===== src/rtl/llc_lookup_ctrl_pkg.sv =====
// ---------------------------------------------------------------------------
// llc_lookup_ctrl_pkg
// Shared LLC cache constants and types used by the lookup sequencer and its
// arbiter: tag/set/way types, the way count, and the sequencer FSM enum.
// ---------------------------------------------------------------------------
package llc_lookup_ctrl_pkg;

  localparam int LLC_TAG_BITS = 20;
  localparam int LLC_SET_BITS = 8;
  localparam int LLC_WAY_BITS = 3;
  localparam int LLC_WAYS     = 1 << LLC_WAY_BITS;

  typedef logic [LLC_TAG_BITS-1:0] llc_tag_t;
  typedef logic [LLC_SET_BITS-1:0] llc_set_t;
  typedef logic [LLC_WAY_BITS-1:0] llc_way_t;

  typedef enum logic [2:0] {
    IDLE     = 3'd0,
    LOAD     = 3'd1,
    WAIT_BUF = 3'd2,
    CAPTURE  = 3'd3,
    RESP     = 3'd4
  } llc_lookup_ctrl_state_t;

endpackage


===== src/rtl/llc_lookup_ctrl_rr_arb.sv =====
// ---------------------------------------------------------------------------
// rr_arb
// Round-robin arbiter. The search starts one past the last granted requester
// and wraps modulo NUM_REQ. The grant is purely combinational; last_grant is
// updated only when a grant is actually issued (en high and a request seen).
// Ports:
//   clk, rst   : clock, asynchronous active-low reset
//   req        : request vector
//   en         : arbitration enable (grant forced to zero when low)
//   gnt        : one-hot grant
//   gnt_idx    : index of the granted requester
// ---------------------------------------------------------------------------
module rr_arb #(
  parameter int NUM_REQ = 3,
  parameter int IDX_W   = (NUM_REQ > 1) ? $clog2(NUM_REQ) : 1
) (
  input  logic               clk,
  input  logic               rst,
  input  logic [NUM_REQ-1:0] req,
  input  logic               en,
  output logic [NUM_REQ-1:0] gnt,
  output logic [IDX_W-1:0]   gnt_idx
);

  logic [IDX_W-1:0] last_grant_q, last_grant_d;

  always_comb begin
    logic             found;
    logic [IDX_W-1:0] cand;
    // NOTE: every combinational output gets a default before any branch, so
    // no path can leave it unassigned and infer a latch.
    found        = 1'b0;
    cand         = '0;
    gnt          = '0;
    gnt_idx      = '0;
    last_grant_d = last_grant_q;
    for (int i = 1; i <= NUM_REQ; i++) begin
      cand = IDX_W'((int'(last_grant_q) + i) % NUM_REQ);
      if (en && !found && req[cand]) begin
        found        = 1'b1;
        gnt[cand]    = 1'b1;
        gnt_idx      = cand;
        last_grant_d = cand;
      end
    end
  end

  // Reset to the last requester so requester 0 wins the first arbitration.
  always_ff @(posedge clk or negedge rst) begin
    if (!rst) begin
      last_grant_q <= IDX_W'(NUM_REQ - 1);
    end else begin
      // NOTE: state registers use non-blocking assignments so every flop
      // samples the pre-edge values regardless of statement order.
      last_grant_q <= last_grant_d;
    end
  end

endmodule


===== src/rtl/llc_lookup_ctrl.sv =====
// ---------------------------------------------------------------------------
// llc_lookup_ctrl
// Sequencer for the LLC way-lookup datapath: arbitrates between NUM_REQ
// requesters, loads the set buffers, fires a single-cycle lookup, captures the
// way/evict result, advances the eviction pointer on eviction and returns the
// result on a valid/ready response channel. One lookup in flight at a time.
// Ports:
//   clk, rst                       : clock, asynchronous active-low reset
//   req_valid/req_ready/req_tag/req_set : requester side (ready = one-hot grant)
//   bufs_load/bufs_set/bufs_valid  : set buffer load request and status
//   lookup_en/lookup_tag           : lookup-way datapath control
//   lk_way/lk_evict                : registered datapath result
//   evict_way_wr_en/_wr_data       : eviction pointer update
//   resp_valid/resp_ready/resp_id/resp_way/resp_evict : response channel
// Optional macro LLC_LOOKUP_STATS_EN adds saturating stat_lookups/stat_evicts.
// ---------------------------------------------------------------------------
module llc_lookup_ctrl
  import llc_lookup_ctrl_pkg::*;
#(
  parameter int NUM_REQ = 3,
  parameter int ID_BITS = 2
) (
  input  logic               clk,
  input  logic               rst,
  input  logic [NUM_REQ-1:0] req_valid,
  output logic [NUM_REQ-1:0] req_ready,
  input  llc_tag_t           req_tag [NUM_REQ],
  input  llc_set_t           req_set [NUM_REQ],
  output logic               bufs_load,
  output llc_set_t           bufs_set,
  input  logic               bufs_valid,
  output logic               lookup_en,
  output llc_tag_t           lookup_tag,
  input  llc_way_t           lk_way,
  input  logic               lk_evict,
  output logic               evict_way_wr_en,
  output llc_way_t           evict_way_wr_data,
  output logic               resp_valid,
  input  logic               resp_ready,
  output logic [ID_BITS-1:0] resp_id,
  output llc_way_t           resp_way,
  output logic               resp_evict
`ifdef LLC_LOOKUP_STATS_EN
  ,
  output logic [31:0]        stat_lookups,
  output logic [31:0]        stat_evicts
`endif
);

  llc_lookup_ctrl_state_t state_q, state_d;
  llc_tag_t               tag_q, tag_d;
  llc_set_t               set_q, set_d;
  logic [ID_BITS-1:0]     id_q, id_d;
  llc_way_t               way_q, way_d;
  logic                   evict_q, evict_d;

  logic [NUM_REQ-1:0]     arb_gnt;
  logic [ID_BITS-1:0]     arb_idx;

  // Arbitrate only in IDLE; rst also gates the enable so req_ready is low
  // while reset is asserted even with requests pending.
  rr_arb #(
    .NUM_REQ (NUM_REQ),
    .IDX_W   (ID_BITS)
  ) u_rr_arb (
    .clk     (clk),
    .rst     (rst),
    .req     (req_valid),
    .en      ((state_q == IDLE) && rst),
    .gnt     (arb_gnt),
    .gnt_idx (arb_idx)
  );

  assign req_ready  = arb_gnt;
  assign bufs_set   = set_q;
  assign lookup_tag = tag_q;
  assign resp_id    = id_q;
  assign resp_way   = way_q;
  assign resp_evict = evict_q;

  always_comb begin
    state_d           = state_q;
    tag_d             = tag_q;
    set_d             = set_q;
    id_d              = id_q;
    way_d             = way_q;
    evict_d           = evict_q;
    bufs_load         = 1'b0;
    lookup_en         = 1'b0;
    evict_way_wr_en   = 1'b0;
    evict_way_wr_data = '0;
    resp_valid        = 1'b0;
    case (state_q)
      IDLE: begin
        if (|arb_gnt) begin
          tag_d   = req_tag[arb_idx];
          set_d   = req_set[arb_idx];
          id_d    = arb_idx;
          state_d = LOAD;
        end
      end
      LOAD: begin
        // bufs_valid is deliberately ignored here; lookup issues from WAIT_BUF.
        bufs_load = 1'b1;
        state_d   = WAIT_BUF;
      end
      WAIT_BUF: begin
        if (bufs_valid) begin
          lookup_en = 1'b1;
          state_d   = CAPTURE;
        end
      end
      CAPTURE: begin
        way_d   = lk_way;
        evict_d = lk_evict;
        if (lk_evict) begin
          evict_way_wr_en   = 1'b1;
          // Natural wrap at LLC_WAY_BITS: the last way advances to way 0.
          evict_way_wr_data = llc_way_t'(lk_way + 1'b1);
        end
        state_d = RESP;
      end
      RESP: begin
        resp_valid = 1'b1;
        if (resp_ready) state_d = IDLE;
      end
      default: state_d = IDLE;
    endcase
  end

  // NOTE: only control and output-visible registers exist here, and all of
  // them are reset so a mid-lookup reset leaves no stale response behind.
  always_ff @(posedge clk or negedge rst) begin
    if (!rst) begin
      state_q <= IDLE;
      tag_q   <= '0;
      set_q   <= '0;
      id_q    <= '0;
      way_q   <= '0;
      evict_q <= 1'b0;
    end else begin
      state_q <= state_d;
      tag_q   <= tag_d;
      set_q   <= set_d;
      id_q    <= id_d;
      way_q   <= way_d;
      evict_q <= evict_d;
    end
  end

`ifdef LLC_LOOKUP_STATS_EN
  logic [31:0] stat_lookups_q, stat_lookups_d;
  logic [31:0] stat_evicts_q, stat_evicts_d;

  // Saturating event counters.
  always_comb begin
    stat_lookups_d = stat_lookups_q;
    stat_evicts_d  = stat_evicts_q;
    if (lookup_en && (stat_lookups_q != 32'hFFFF_FFFF))
      stat_lookups_d = stat_lookups_q + 32'd1;
    if (evict_way_wr_en && (stat_evicts_q != 32'hFFFF_FFFF))
      stat_evicts_d = stat_evicts_q + 32'd1;
  end

  always_ff @(posedge clk or negedge rst) begin
    if (!rst) begin
      stat_lookups_q <= '0;
      stat_evicts_q  <= '0;
    end else begin
      stat_lookups_q <= stat_lookups_d;
      stat_evicts_q  <= stat_evicts_d;
    end
  end

  assign stat_lookups = stat_lookups_q;
  assign stat_evicts  = stat_evicts_q;
`else
  // Statistics disabled: no counters and no extra ports.
`endif

endmodule


===== config.mk =====
export PLATFORM = sky130hd
export DESIGN_NAME = llc_lookup_ctrl
export DESIGN_NICKNAME = d
export VERILOG_FILES = /design/src/rtl/llc_lookup_ctrl_pkg.sv /design/src/rtl/llc_lookup_ctrl_rr_arb.sv /design/src/rtl/llc_lookup_ctrl.sv
export SDC_FILE = /design/constraint.sdc
export NUM_CORES = 1
export LEC_CHECK = 0
export CAP_MARGIN = 20
export CELL_PAD_IN_SITES_DETAIL_PLACEMENT = 2
export CELL_PAD_IN_SITES_GLOBAL_PLACEMENT = 2
export CORE_MARGIN = 5
export CORE_UTILIZATION = 20
export DETAILED_ROUTE_END_ITERATION = 10
export PLACE_DENSITY = 0.79
export SETUP_SLACK_MARGIN = 0.02
export SYNTH_ARGS = -nofsm -noshare
export SYNTH_HDL_FRONTEND = slang
export SYNTH_SLANG_ARGS = --single-unit

===== constraint.sdc =====
create_clock -name clk -period 2.4 [get_ports clk]
set_input_delay 0.36 -clock clk [delete_from_list [all_inputs] [get_ports clk]]
set_output_delay 0.36 -clock clk [all_outputs]
set_load 0.01 [all_outputs]

==> results.md <==
* Status: finished with violations
* Failing checks: setup timing
* Syn Inst Count at 266
* Synth Net Count at 366
* CTS tree: done
* P_sw at 0.002308 W
* Post-synthesis mux area share at between 10% and 20%
* Seq cells post-synth at 39
* Startpoint class of the critical path: register
* Crit path cell chain: inv_2 > ha_4 > mux2i_4 > o21ai_2 > buf_6 > buf_6 > or4_4 > a32oi_2 > a2bb2oi_2 > mux2_4
* Placed insts at 595
* IR drop worst, VDD at 333.4 uV
* Max incr delay on CP at about 0.59 ns
* Die ar. at 15680 sq um
* First-pass GRT wire length at 20.97 mm
* Post-detail-place hpwl at 9.555 mm
* Skew final at 0.003126 ns
* Critical path peak fanout at 7
* Adder-cell area share of the yosys netlist at 2.356%
* EDFF count, synth at 0
* GR Overflow Total at 0
* CTS sink count at 39
* Vias per Instance at 4.906
* Logic pwr share at between 60% and 70%
* Post-Synth Simple-Gate Area at 10.32%
* Gr usage total at between 10% and 20%
* Power Total at 0.006166 W
* Die Span X at 125.2 um
* Final Cell Area at 5191 sq um
* Crit path time final at 2.637 ns
* Family with the most delay on the worst path: flip-flops
* Antenna violations before repair at 0
* Static leakage at 2.119 nW
* Finished Layout Cells at 617
* Clock transition at path regs at 0.06 ns
* # IOs at approximately 140
* Total routed wirelength at approximately 14 mm
* First-pass detailed-route iteration total at 4
* DR vias at 3027
* # DRC at 0
* Seq/Total Area, Yosys at 36.80%
* Critical path required time at 2.57 ns
* Cell internal pwr at 0.003858 W
* Setup slack, reg-to-reg at -0.24 ns
* Inserted Clock Buffers at 5
* Avg Inst Size Synth at 9.981 sq um
* Max-cap violation count at 0
* Sequential share of power at 19.7%
* Crit. End Element: register
* Max-slew headroom at 62.02%
* Core Rows at 42
* Largest family of logic cells by synthesized area: compound AO/OA/AOI/OAI gates
* Unrepaired setup endpoints after global routing: true
* Top Layer Used: met4
* Final worst slack at -0.2373 ns
* Worst-margin pin slew at approximately 0.57 ns
* Final ANT Viol Nets at 0
* # nets final at between 500 and 600
* Power Density at around 1200 nW/um^2
* Starting Density at 20.21%
* Clock Tree Root: clkbuf_16
* CTS H-tree depth at 2
* Drt wl/cell at 22.47 um
* GPL Wtd Cong at just over 0.8
* N_diodes at 0
* FMAX at ~380 MHz
* Pin count of the biggest net entering global routing at 41
* Final setup violation count at 34
* Synth unique cells at 43
* Switching share of power at 37.43%
* Worst skew pair latency at around 0.28 ns
* Core box area at 13140 sq um
* Share of cells above drive strength 1 at between 30% and 40%
* P&R area growth vs syn at 95.52%
* Top_reg_cell synth: dfrtp_1
* CP Data Arrival Time at 2.80 ns
* Kind of critical path: reg -> reg
* Synthesis Warnings at 0
* CP max-delay cell: dfstp_2
* Vias in the first global route at approximately 3500
* DR iter-0 viols at 93
* Asr flop ratio synth at 100.0%
* Clock buffer depth at 2
* Placed inst area at 4577 sq um
* Chip height at about 130 um
* Critical path's most frequent cell: buf_6
* Port Buf Inserts at ~140
* Final Max Tran Viols at 0
* Post-synthesis cell area at ~2700 sq um
* Met3 WL at 629 um
* Critical path buffers and inverters at 3
* Hold Crit Class: in -> async
* Final hold violation count at 0
* Clk pwr share at roughly 14%
* Period utilisation layout at 109.9%
* Post-synthesis xor/xnor area fraction at 0.6598%
* Compound-Gate Fraction of Synth Area at 29.03%
* Wire length on met2 at 7.353 mm
* Post-Route M1 WL at 5.758 mm
-- through the flow --
| step | setup WS (ns) | setup TNS [ns] | hold slack (ns) | utilization (%) |
|---|---|---|---|---|
| 2_1_floorplan | -0.1154 | -2.865 | 0.06441 | - |
| 3_3_place_gp | -0.2842 | -8.471 | 0.4624 | 34.84 |
| 3_5_place_dp | -0.3987 | -11.57 | 0.4878 | 34.84 |
| 4_1_cts | -0.2394 | -5.770 | 0.2514 | 38.18 |
| 5_1_grt | -0.3036 | -8.679 | 0.2645 | 39.51 |
| 6_report | -0.2373 | -6.205 | 0.2180 | 39.51 |
-- worst paths after layout --
| kind | startpoint | to | cells past startpoint |
|---|---|---|---|
| setup / recovery | u_rr_arb.last_grant_q[1] | lookup_tag[16] | 10 |
| hold / removal | rst | lookup_tag[6] | 2 |
| setup reg to reg | u_rr_arb.last_grant_q[1] | lookup_tag[16] | 10 |
| hold reg to reg | resp_way[2] | resp_way[2] | 2 |
| max in group asynchronous | rst | u_rr_arb.last_grant_q[0] | 2 |
| min in group clk | resp_way[2] | resp_way[2] | 2 |
-- layer usage --
metal	vias up	track usage (%)
met2	93	30.65
met4	0	2.806
met5	-	0
met3	8	3.198
li1	1377	-
met1	1549	20.86
-- state kept, by name (all words and copies together) (netlist names) --
signal                 flops
lookup_tag                20
bufs_set                   8
resp_way                   3
state_q                    3
resp_id                    2
u_rr_arb.last_grant_q      2
resp_evict                 1
-- cells in the mapped netlist, types with 2 or more instances --
cell type / count / area share, %
dfrtp_1: 38 / 36
mux2_2: 30 / 13
o21ai_0: 29 / 5.5
a2bb2oi_1: 26 / 8.6
a32oi_1: 26 / 8.6
nand2_1: 22 / 3.1
clkbuf_1: 17 / 2.4
inv_1: 8 / 1.1
nand3b_1: 6 / 1.7
buf_2: 5 / 0.94
ha_1: 5 / 2.4
nor2_1: 5 / 0.71
buf_6: 4 / 1.7
mux2i_1: 4 / 1.5
nor3_1: 3 / 0.57
a21o_1: 2 / 0.57
a31oi_1: 2 / 0.47
nand3_1: 2 / 0.38
nor2b_1: 2 / 0.47
nor3b_1: 2 / 0.57
o2111ai_1: 2 / 0.66
o21a_1: 2 / 0.57
o21ai_2: 2 / 0.66
o31ai_1: 2 / 0.57
xnor2_1: 2 / 0.66
-- kinds of logic after synthesis --
family | Yosys count
multiplexers | 34
AO/OA/AOI/OAI | 100
XOR/XNOR | 2
adder cells (fa/ha/maj) | 5
AND/OR/NAND/NOR | 50
flip-flops | 39
buffers and inverters | 36
-- cell usage in the layout, fill, tap and decap left out, types with 7 or more instances in the layout --
| cell type | instances |
|---|---|
| clkdlybuf4s50_1 | 132 |
| buf_4 | 39 |
| dfrtp_1 | 37 |
| o21ai_0 | 28 |
| a2bb2oi_1 | 22 |
| mux2_4 | 21 |
| nand2_1 | 19 |
| a32oi_1 | 16 |
| a32oi_2 | 10 |
| mux2_2 | 9 |
| buf_6 | 9 |
| buf_12 | 7 |
-- power by group through the flow --
stage / Sequential (W) / Combinational (W) / Clock (W)
CTS: 0.00122 / 0.00382 / 0.000894
floorplan: 0.00132 / 0.00156 / 0
finish: 0.00122 / 0.00408 / 0.000875
global route: 0.00126 / 0.00431 / 0.000928
global placement: 0.00120 / 0.00325 / 0
detailed placement: 0.00123 / 0.00338 / 0
-- timing repair --
item,CTS,global route
setup endpoints to repair,36,35
hold endpoints to repair,0,0
gates cloned,3,1
hold buffers,0,0
setup buffers,7,3
pin swaps,26,10
gates resized for setup,55,26
-- layout make-up --
type	count	area (sq um)
Clock inverter	2	60.06
Clock buffer	6	128.9
Inverter	8	30.03
Sequential cell	39	978.4
Timing Repair Buffer	192	1912
Fill cell	1391	7946
Tap cell	176	220.2
Multi-Input combinational cell	194	1862
No activity file was read; power rests on OpenSTA's default activity.
